==> src/rtl/div_sched.sv <==
// Round-robin front end that shares one free-running iterative divider among N_REQ requesters.
// Jobs move STAGED -> INFLIGHT -> 2-entry response FIFO; at most two jobs exist at any time.
module div_sched #(
    parameter  int N_REQ   = 4,
    parameter  int DIV_LAT = 33,
    localparam int ID_W    = $clog2(N_REQ)
) (
    input  logic                clk,
    input  logic                rst_n,
    input  logic [N_REQ-1:0]    req,
    input  logic [32*N_REQ-1:0] req_dividend,
    input  logic [32*N_REQ-1:0] req_divisor,
    input  logic [N_REQ-1:0]    req_sign,
    output logic [N_REQ-1:0]    gnt,
    output logic [31:0]         div_dividend,
    output logic [31:0]         div_divider,
    output logic                div_sign,
    input  logic                div_ready,
    input  logic [31:0]         div_quotient,
    input  logic [31:0]         div_remainder,
    output logic                rsp_valid,
    input  logic                rsp_ready,
    output logic [ID_W-1:0]     rsp_id,
    output logic [31:0]         rsp_quotient,
    output logic [31:0]         rsp_remainder,
    output logic                rsp_dbz,
    output logic                err_timeout
);

    typedef struct packed {
        logic [ID_W-1:0] id;
        logic [31:0]     quo;
        logic [31:0]     rem;
        logic            dbz;
    } rsp_t;

    localparam logic [5:0] WD_LIMIT = 6'(DIV_LAT);

    logic [31:0] dvd_arr [N_REQ];
    logic [31:0] dvs_arr [N_REQ];

    generate
        for (genvar gi = 0; gi < N_REQ; gi++) begin : g_unpack
            assign dvd_arr[gi] = req_dividend[32*gi +: 32];
            assign dvs_arr[gi] = req_divisor[32*gi +: 32];
        end
    endgenerate

    logic            staged_q, staged_d;
    logic            inflight_q, inflight_d;
    logic [ID_W-1:0] rr_ptr_q, rr_ptr_d;
    logic [31:0]     dvd_q, dvd_d;
    logic [31:0]     dvs_q, dvs_d;
    logic            sign_q, sign_d;
    logic [ID_W-1:0] stg_id_q, stg_id_d;
    logic            stg_dbz_q, stg_dbz_d;
    logic [ID_W-1:0] infl_id_q, infl_id_d;
    logic            infl_dbz_q, infl_dbz_d;
    rsp_t            fifo_q [2];
    logic            wr_ptr_q, wr_ptr_d;
    logic            rd_ptr_q, rd_ptr_d;
    logic [1:0]      cnt_q, cnt_d;
    logic [5:0]      wd_q, wd_d;
    logic            err_q, err_d;

    logic [2:0]      outstanding;
    logic [ID_W-1:0] winner;
    logic            grant_ok;
    logic            push;
    logic            pop;
    rsp_t            push_entry;
    rsp_t            head;

    // First asserted request at or after the pointer, wrapping around.
    function automatic logic [ID_W-1:0] rr_pick(input logic [N_REQ-1:0] r,
                                                input logic [ID_W-1:0]  ptr);
        logic [ID_W-1:0] w;
        logic            found;
        int              idx;
        w     = '0;
        found = 1'b0;
        for (int k = 0; k < N_REQ; k++) begin
            idx = int'(ptr) + k;
            if (idx >= N_REQ) idx = idx - N_REQ;
            if (!found && r[idx]) begin
                found = 1'b1;
                w     = ID_W'(idx);
            end
        end
        return w;
    endfunction

    always_comb begin
        outstanding = 3'(staged_q) + 3'(inflight_q) + 3'(cnt_q);
        winner      = rr_pick(req, rr_ptr_q);
        grant_ok    = rst_n && !staged_q && (outstanding < 3'd2) && (|req);
        gnt         = grant_ok ? (N_REQ'(1) << winner) : '0;
        rsp_valid   = (cnt_q != 2'd0);
        push        = div_ready && inflight_q;
        pop         = rsp_valid && rsp_ready;
        push_entry  = '{id: infl_id_q, quo: div_quotient, rem: div_remainder, dbz: infl_dbz_q};
        head        = fifo_q[rd_ptr_q];
    end

    always_comb begin
        staged_d   = staged_q;
        inflight_d = inflight_q;
        rr_ptr_d   = rr_ptr_q;
        dvd_d      = dvd_q;
        dvs_d      = dvs_q;
        sign_d     = sign_q;
        stg_id_d   = stg_id_q;
        stg_dbz_d  = stg_dbz_q;
        infl_id_d  = infl_id_q;
        infl_dbz_d = infl_dbz_q;
        wr_ptr_d   = wr_ptr_q ^ push;
        rd_ptr_d   = rd_ptr_q ^ pop;
        cnt_d      = cnt_q;
        wd_d       = wd_q;
        err_d      = err_q;

        // The divider swallows whatever is staged on every ready edge.
        if (div_ready) begin
            inflight_d = staged_q;
            infl_id_d  = stg_id_q;
            infl_dbz_d = stg_dbz_q;
            staged_d   = 1'b0;
        end

        // A grant coinciding with a ready edge stays staged until the next pulse.
        if (grant_ok) begin
            staged_d  = 1'b1;
            dvd_d     = dvd_arr[winner];
            dvs_d     = dvs_arr[winner];
            sign_d    = req_sign[winner];
            stg_id_d  = winner;
            stg_dbz_d = (dvs_arr[winner] == 32'd0);
            rr_ptr_d  = (winner == ID_W'(N_REQ-1)) ? '0 : winner + 1'b1;
        end

        case ({push, pop})
            2'b10:   cnt_d = cnt_q + 2'd1;
            2'b01:   cnt_d = cnt_q - 2'd1;
            default: cnt_d = cnt_q;
        endcase

        if (div_ready)   wd_d = '0;
        else if (&wd_q)  wd_d = wd_q;
        else             wd_d = wd_q + 6'd1;
        err_d = err_q | (inflight_q & (wd_d > WD_LIMIT));
    end

    always_ff @(posedge clk or negedge rst_n) begin
        if (!rst_n) begin
            staged_q   <= 1'b0;
            inflight_q <= 1'b0;
            rr_ptr_q   <= '0;
            dvd_q      <= '0;
            dvs_q      <= '0;
            sign_q     <= 1'b0;
            stg_id_q   <= '0;
            stg_dbz_q  <= 1'b0;
            infl_id_q  <= '0;
            infl_dbz_q <= 1'b0;
            wr_ptr_q   <= 1'b0;
            rd_ptr_q   <= 1'b0;
            cnt_q      <= 2'd0;
            wd_q       <= '0;
            err_q      <= 1'b0;
            for (int i = 0; i < 2; i++) fifo_q[i] <= '0;
        end else begin
            staged_q   <= staged_d;
            inflight_q <= inflight_d;
            rr_ptr_q   <= rr_ptr_d;
            dvd_q      <= dvd_d;
            dvs_q      <= dvs_d;
            sign_q     <= sign_d;
            stg_id_q   <= stg_id_d;
            stg_dbz_q  <= stg_dbz_d;
            infl_id_q  <= infl_id_d;
            infl_dbz_q <= infl_dbz_d;
            wr_ptr_q   <= wr_ptr_d;
            rd_ptr_q   <= rd_ptr_d;
            cnt_q      <= cnt_d;
            wd_q       <= wd_d;
            err_q      <= err_d;
            if (push) fifo_q[wr_ptr_q] <= push_entry;
        end
    end

    assign div_dividend  = dvd_q;
    assign div_divider   = dvs_q;
    assign div_sign      = sign_q;
    assign rsp_id        = head.id;
    assign rsp_quotient  = head.quo;
    assign rsp_remainder = head.rem;
    assign rsp_dbz       = head.dbz;
    assign err_timeout   = err_q;

endmodule

==> config.mk <==
export PLATFORM = sky130hd
export DESIGN_NAME = div_sched
export DESIGN_NICKNAME = d
export VERILOG_FILES = /design/src/rtl/div_sched.sv
export SDC_FILE = /design/constraint.sdc
export NUM_CORES = 1
export LEC_CHECK = 0
export BUFFER_PORTS_ARGS = -buffer_cell sky130_fd_sc_hd__buf_4
export CAP_MARGIN = 20
export CORE_AREA = 2 2 184 186
export DETAILED_ROUTE_END_ITERATION = 16
export DIE_AREA = 0 0 186 188
export PLACE_DENSITY = 0.69
export SLEW_MARGIN = 30
export SYNTH_ARGS = -nofsm -noshare
export SYNTH_HDL_FRONTEND = slang
export SYNTH_SLANG_ARGS = --single-unit
==> constraint.sdc <==
create_clock -name clk -period 2.4 [get_ports clk]
set_input_delay 0.12 -clock clk [delete_from_list [all_inputs] [get_ports clk]]
set_output_delay 0.12 -clock clk [all_outputs]
set_load 0.01 [all_outputs]
-- Yosys cells after proc, flatten, opt, wreduce, memory -nomap -nowiden
Index checks and enable logic that the tools add are counted.
- bits in registers: 220
- output and inout port bits: 138
- add/sub/neg operators: 13
- order comparisons: 15
- equal/unequal tests: 3
- shifts and indexed selects: 1
- mux-type cells: 44
- bitwise logic cells: 7
- reduce and logical (&&, ||, !) cells: 19
- operator list (cell ; number):
    $mux W67 ; 4
    $mux W32 ; 8
    $bwmux W134 ; 1
    $bmux W32 S2 ; 2
    $lt A32 B4 Y1 const B ; 4
    $demux W67 S1 ; 1
    $logic_not A32 Y1 ; 1
    $mux W1 ; 14
    $ge A3 B3 Y1 const B ; 4
    $mux W6 ; 2
    $sub A3 B3 Y4 const B ; 3
    $bmux W1 S2 ; 5
    $mux W2 ; 5
    $logic_and A1 B1 Y1 ; 9
    $add A2 B2 Y3 const B ; 2
    $add A6 B1 Y6 const B ; 1
    $gt A6 B6 Y1 const B ; 1
    $reduce_and A6 Y1 ; 1
    $reduce_bool A2 Y1 ; 3
    $add A2 B1 Y2 const B ; 2
    $eq A2 B2 Y1 const B ; 2
    $ge A2 B2 Y1 const B ; 2
    $logic_not A1 Y1 ; 4
    $mux W4 ; 1
    other kinds (18) ; 20

-- Logic depth before layout (Yosys ltp)
- word-level depth: 20
- gate-level depth with buffers: 12
- gate-level depth less buffers: 9

-- Least setup slack after synthesis
OpenSTA, ideal clock, no wires.
- path type: reg2reg
- from: register rr_ptr_q[1]
- to: register rr_ptr_q[1]
- data arrival time: 2.194 ns
- required time: 2.275 ns
- slack: 0.081 ns
- stages on the path, launching flop included: 9
- buffers on the path: 3
- period minus slack after synthesis: 2.319 ns
- path through: dfrtp_1 -> nor2b_1 -> o21ai_0 -> o211a_2 -> buf_2 -> clkbuf_1 -> clkbuf_1 -> ha_1 -> mux2_2
- cells in the longest elaborated chain, start to end: 17
- ends and longest elaborated chain (item ; line ; source):
    from (decl) ; 51 ; logic [ID_W-1:0] rr_ptr_q, rr_ptr_d;
    from (signal assigned) ; 174 ; rr_ptr_q <= rr_ptr_d;
    branches (longest 14 deep; another with $sub A3 B3 Y4) ; -- ;
    $mux W2 * ; 85 ; if (!found && r[idx]) begin
    net winner[0] ; 67 ; logic [ID_W-1:0] winner;
    $add A2 B1 Y2 or $eq A2 B2 Y1 (tied branches) ; 138 ; rr_ptr_d = (winner == ID_W'(N_REQ-1)) ? '0 : winner + 1'b1;
    $mux W2 * ; 138 ;
Mark *: on every way through the listed nets, which the timed path passes. The select of a mux whose other input is x is not followed.
A chain may end at the register's enable or synchronous reset.

-- Final worst setup path
- from: register rr_ptr_q[1]
- to: register stg_dbz_q
- cells in the longest elaborated chain, start to end: 20
- ends and longest elaborated chain (item ; line ; source):
    branches (longest 14 deep; another with $sub A3 B3 Y4) ; -- ;
    $mux W2 * ; 85 ;
    $not A2 Y3 (implied by the code) * ; 137 ; stg_dbz_d = (dvs_arr[winner] == 32'd0);
    $bmux W32 S2 * ; 137 ;
    $mux W32 (implied by the code) * (2 in series) ; 137 ;
    $logic_not A32 Y1 * ; 137 ;
    to (signal assigned) ; 179 ; stg_dbz_q <= stg_dbz_d;
    to (decl) ; 56 ; logic stg_dbz_q, stg_dbz_d;
Every way passes the cells marked *. The select of a mux whose other input is x is not followed.

==> results.md <==
* Status: finished with violations
* Violations in the final reports: negative setup slack
* Dpl hpwl at about 28,000 um
* Final hold vios at 0
* P_sw at 8730 uW
* Vias per cell at between 5 and 6
* VDD IR max at 0.573 mV
* Cell area after synthesis at 11,300 sq um
* Critical Path RT at approximately 2800 ps
* Synthesized net count at about 1,500
* Gr ovfl total at 0
* Finished Layout Cells at 2,279
* Hold Path Cell Cnt at 5
* Initial Util at 0.340
* HP Class: primary input to flip-flop
* # setup viols final at 3
* Arr. time, crit path at 2910 ps
* Leakage at ~0.0093 uW
* Filler cell count at between 2,000 and 3,000
* Gate power share at 0.566
* Synth Warn # at 0
* Fraction of layout cells with a size suffix above 1 at 0.489
* EDFF count, synth at 0
* Fraction of the yosys area taken by sequential cells at 0.488
* All-Layer GR Usage at 0.256
* Initial antenna violation count at 1
* Ys async rst share at 1.00
* Overall power at about 24,000 uW
* Max Used Layer: met4
* Highest clock rate at 0.401 GHz
* Die height at about 190 um
* Detailed Routing Iterations Pass 1 at 6
* Synth Flop Type: dfrtp_1
* Final core utilization at 0.586
* Tightest Pin Transition at around 630 ps
* Slew headroom at 0.581
* Met3 WL at 3880 um
* Mean area per synthesized cell at ~10 sq um
* Nets at 2,156
* Placed cell count at 2,011
* Die area at ~35,000 sq um
* PD cells at 1220 nW/um^2
* Clock transition at path regs at 60 ps
* Ports at 470
* Seq cells post-synth at 220
* Seq pwr share at 0.275
* Row count at between 60 and 70
* Clock power frac at 0.159
* Max-slew violations at 0
* Gp weighted congestion at 0.939
* 1st-iter DRT viols at around 680
* Startpoint class of the critical path: flip-flop
* Die X at 186 um
* RSZ-0062 raised after global routing: true
* Root buf cell: clkbuf_16
* WL/cell at approximately 21 um
* Distinct cell type count after synthesis at 44
* WL met2 at 24,200 um
* Crit end category: flip-flop
* Drc violations at 0
* Port bufs at approximately 470
* Routed wire length at about 48,000 um
* CP max FO at 7
* Worst-Skew Late Latency at between 500 and 600 ps
* Max-cap violations at 0
* Switching Fraction at 0.369
* Post-route clock period utilization at 1.04
* CTS tree: done
* CTS sink count at 220
* M1 WL at between 15,000 and 20,000 um
* Placement Setup Slack at -111 ps
* Final WS setup at -92.1 ps
* Synth Instances at roughly 1,100
* Post-DRT Antenna Nets at 0
* Min cycle time layout at about 2500 ps
* CP Class: flip-flop to flip-flop
* R2R depth at 10
* H-tree levels at 1
* Inserted Clock Buffers at 24
* Pint at about 15,000 uW
* DR vias at between 10,000 and 15,000
* Clock Path Buffers at 3
* Pin count of the biggest net entering global routing at approximately 190
* First-pass GRT wire length at roughly 70,000 um
* Vias in the first global route at around 13,000
* Clk_skew at 16.2 ps
* Synth-to-layout area growth at 72.1%
* Core area at 33,100 sq um
path summary, 6_finish.rpt:
path | slack [ps] | start | end
worst max-delay path | -90 | rr_ptr_q[1] | stg_dbz_q
worst min-delay path | 10 | req_sign[2] | div_sign
worst max register to register | -90 | rr_ptr_q[1] | stg_dbz_q
worst min register to register | 480 | div_dividend[10] | div_dividend[10]
max in group asynchronous | 1040 | rst_n | div_dividend[12]
min in group asynchronous | 90 | rst_n | fifo_q[32]
placed cells by master, fill, tap and decap left out, drive strengths merged, types with 2 or more instances in the layout:
master       Yosys  routed
clkbuf          43      38
o21ai           53      53
nand4            3       3
dlygate4sd3      0     169
a21oi            2       2
and3            23      23
buf             37     563
nand2b           2       2
mux2           224     224
nor2            12      12
nand3           92      92
and2             2       2
a2111oi          4       4
a31o             5       5
mux2i            2       2
ha               9       9
xor2             2       2
o211a            1       2
a22oi            2       2
xnor2            4       4
nand2          318     318
bufbuf           0      11
a31oi           18      18
inv             11      11
bufinv           0       2
dfrtp          220     220
clkinv           0       2
a211oi          20      20
nor3             2       2
final cells by class:
class	count	area, sq um	share of cell area
diodes	1	2.50	0.000129
clock buffers	37	731	0.0377
clock inverters	4	70.1	0.00361
inverters	11	56.3	0.00290
multi-input cells	814	5790	0.298
flip-flops and latches	220	5510	0.284
well taps	448	561	0.0289
repair buffers	744	6690	0.345
registers in the layout, indices dropped and copies added, names as in the netlist:
signal	cells
fifo_q	134
div_dividend	32
div_divider	32
wd_q	6
cnt_q	2
infl_id_q	2
rr_ptr_q	2
stg_id_q	2
div_sign	1
err_timeout	1
infl_dbz_q	1
inflight_q	1
rd_ptr_q	1
staged_q	1
stg_dbz_q	1
wr_ptr_q	1
cell usage after synthesis, drive strengths merged, types with 2 or more instances:
master / n / area, sq um
o21ai: 53 / 269
nand3: 92 / 460
a31oi: 18 / 113
buf: 37 / 185
mux2: 224 / 2520
nor3: 2 / 10.0
inv: 11 / 41.3
a22oi: 2 / 15.0
xor2: 2 / 17.5
a31o: 5 / 43.8
ha: 9 / 113
clkbuf: 43 / 161
nand2: 318 / 1190
a211oi: 20 / 150
nand4: 3 / 18.8
and3: 23 / 144
nand2b: 2 / 12.5
and2: 2 / 15.0
a21oi: 2 / 10.0
mux2i: 2 / 20.0
a2111oi: 4 / 53.8
dfrtp: 220 / 5510
xnor2: 4 / 35.0
nor2: 12 / 45.0
metrics by stage:
step	instance area [sq um]	hold slack [ps]	TNS, ps
floorplan	11300	-176	0
global placement	15600	4.38	-7.07
detailed placement	15600	5.21	-111
CTS	19100	1.88	-27.5
global route	19400	9.65	-453
finish	19400	12.3	-119
critical path, cell delays in order (launching register included):
cell,delay (ps)
dfrtp_1,430
and3b_1,200
o21ai_2,150
and2_4,210
inv_8,60
bufbuf_16,270
a211oi_2,220
a31oi_2,90
a2111oi_4,350
nand4_1,170
o31ai_1,250
power by group through the flow:
| stage | registers [uW] | clock network, uW | logic, uW |
|---|---|---|---|
| 2_1_floorplan | 6450 | 0 | 5850 |
| 3_3_place_gp | 6390 | 0 | 10600 |
| 3_5_place_dp | 6510 | 0 | 10700 |
| 4_1_cts | 6470 | 3860 | 12700 |
| 5_1_grt | 6720 | 4040 | 14200 |
| 6_report | 6500 | 3770 | 13400 |
layer usage:
metal / vias up / GRT usage
li1: 5246 / -
met1: 5733 / 0.280
met2: 586 / 0.458
met3: 154 / 0.0633
met4: 0 / 0.125
met5: - / 0
logic make-up after synthesis:
family                   count (synthesis)  synth area share
AND/OR/NAND/NOR                        462             0.173
AO/OA/AOI/OAI                          110            0.0636
buffers and inverters                   91            0.0344
multiplexers                           226             0.226
flip-flops                             220             0.488
XOR/XNOR                                 6           0.00466
adder cells (fa/ha/maj)                  9           0.00999
what timing repair did:
| item | in CTS | in global routing |
|---|---|---|
| hold buffers | 169 | 0 |
| hold endpoints to repair | 202 | 0 |
| cloned | 16 | 2 |
| resized for setup | 71 | 39 |
| setup buffers | 31 | 9 |
| setup endpoints to repair | 5 | 7 |
| pin swaps | 24 | 19 |
Power figures use the tool's default switching activity.
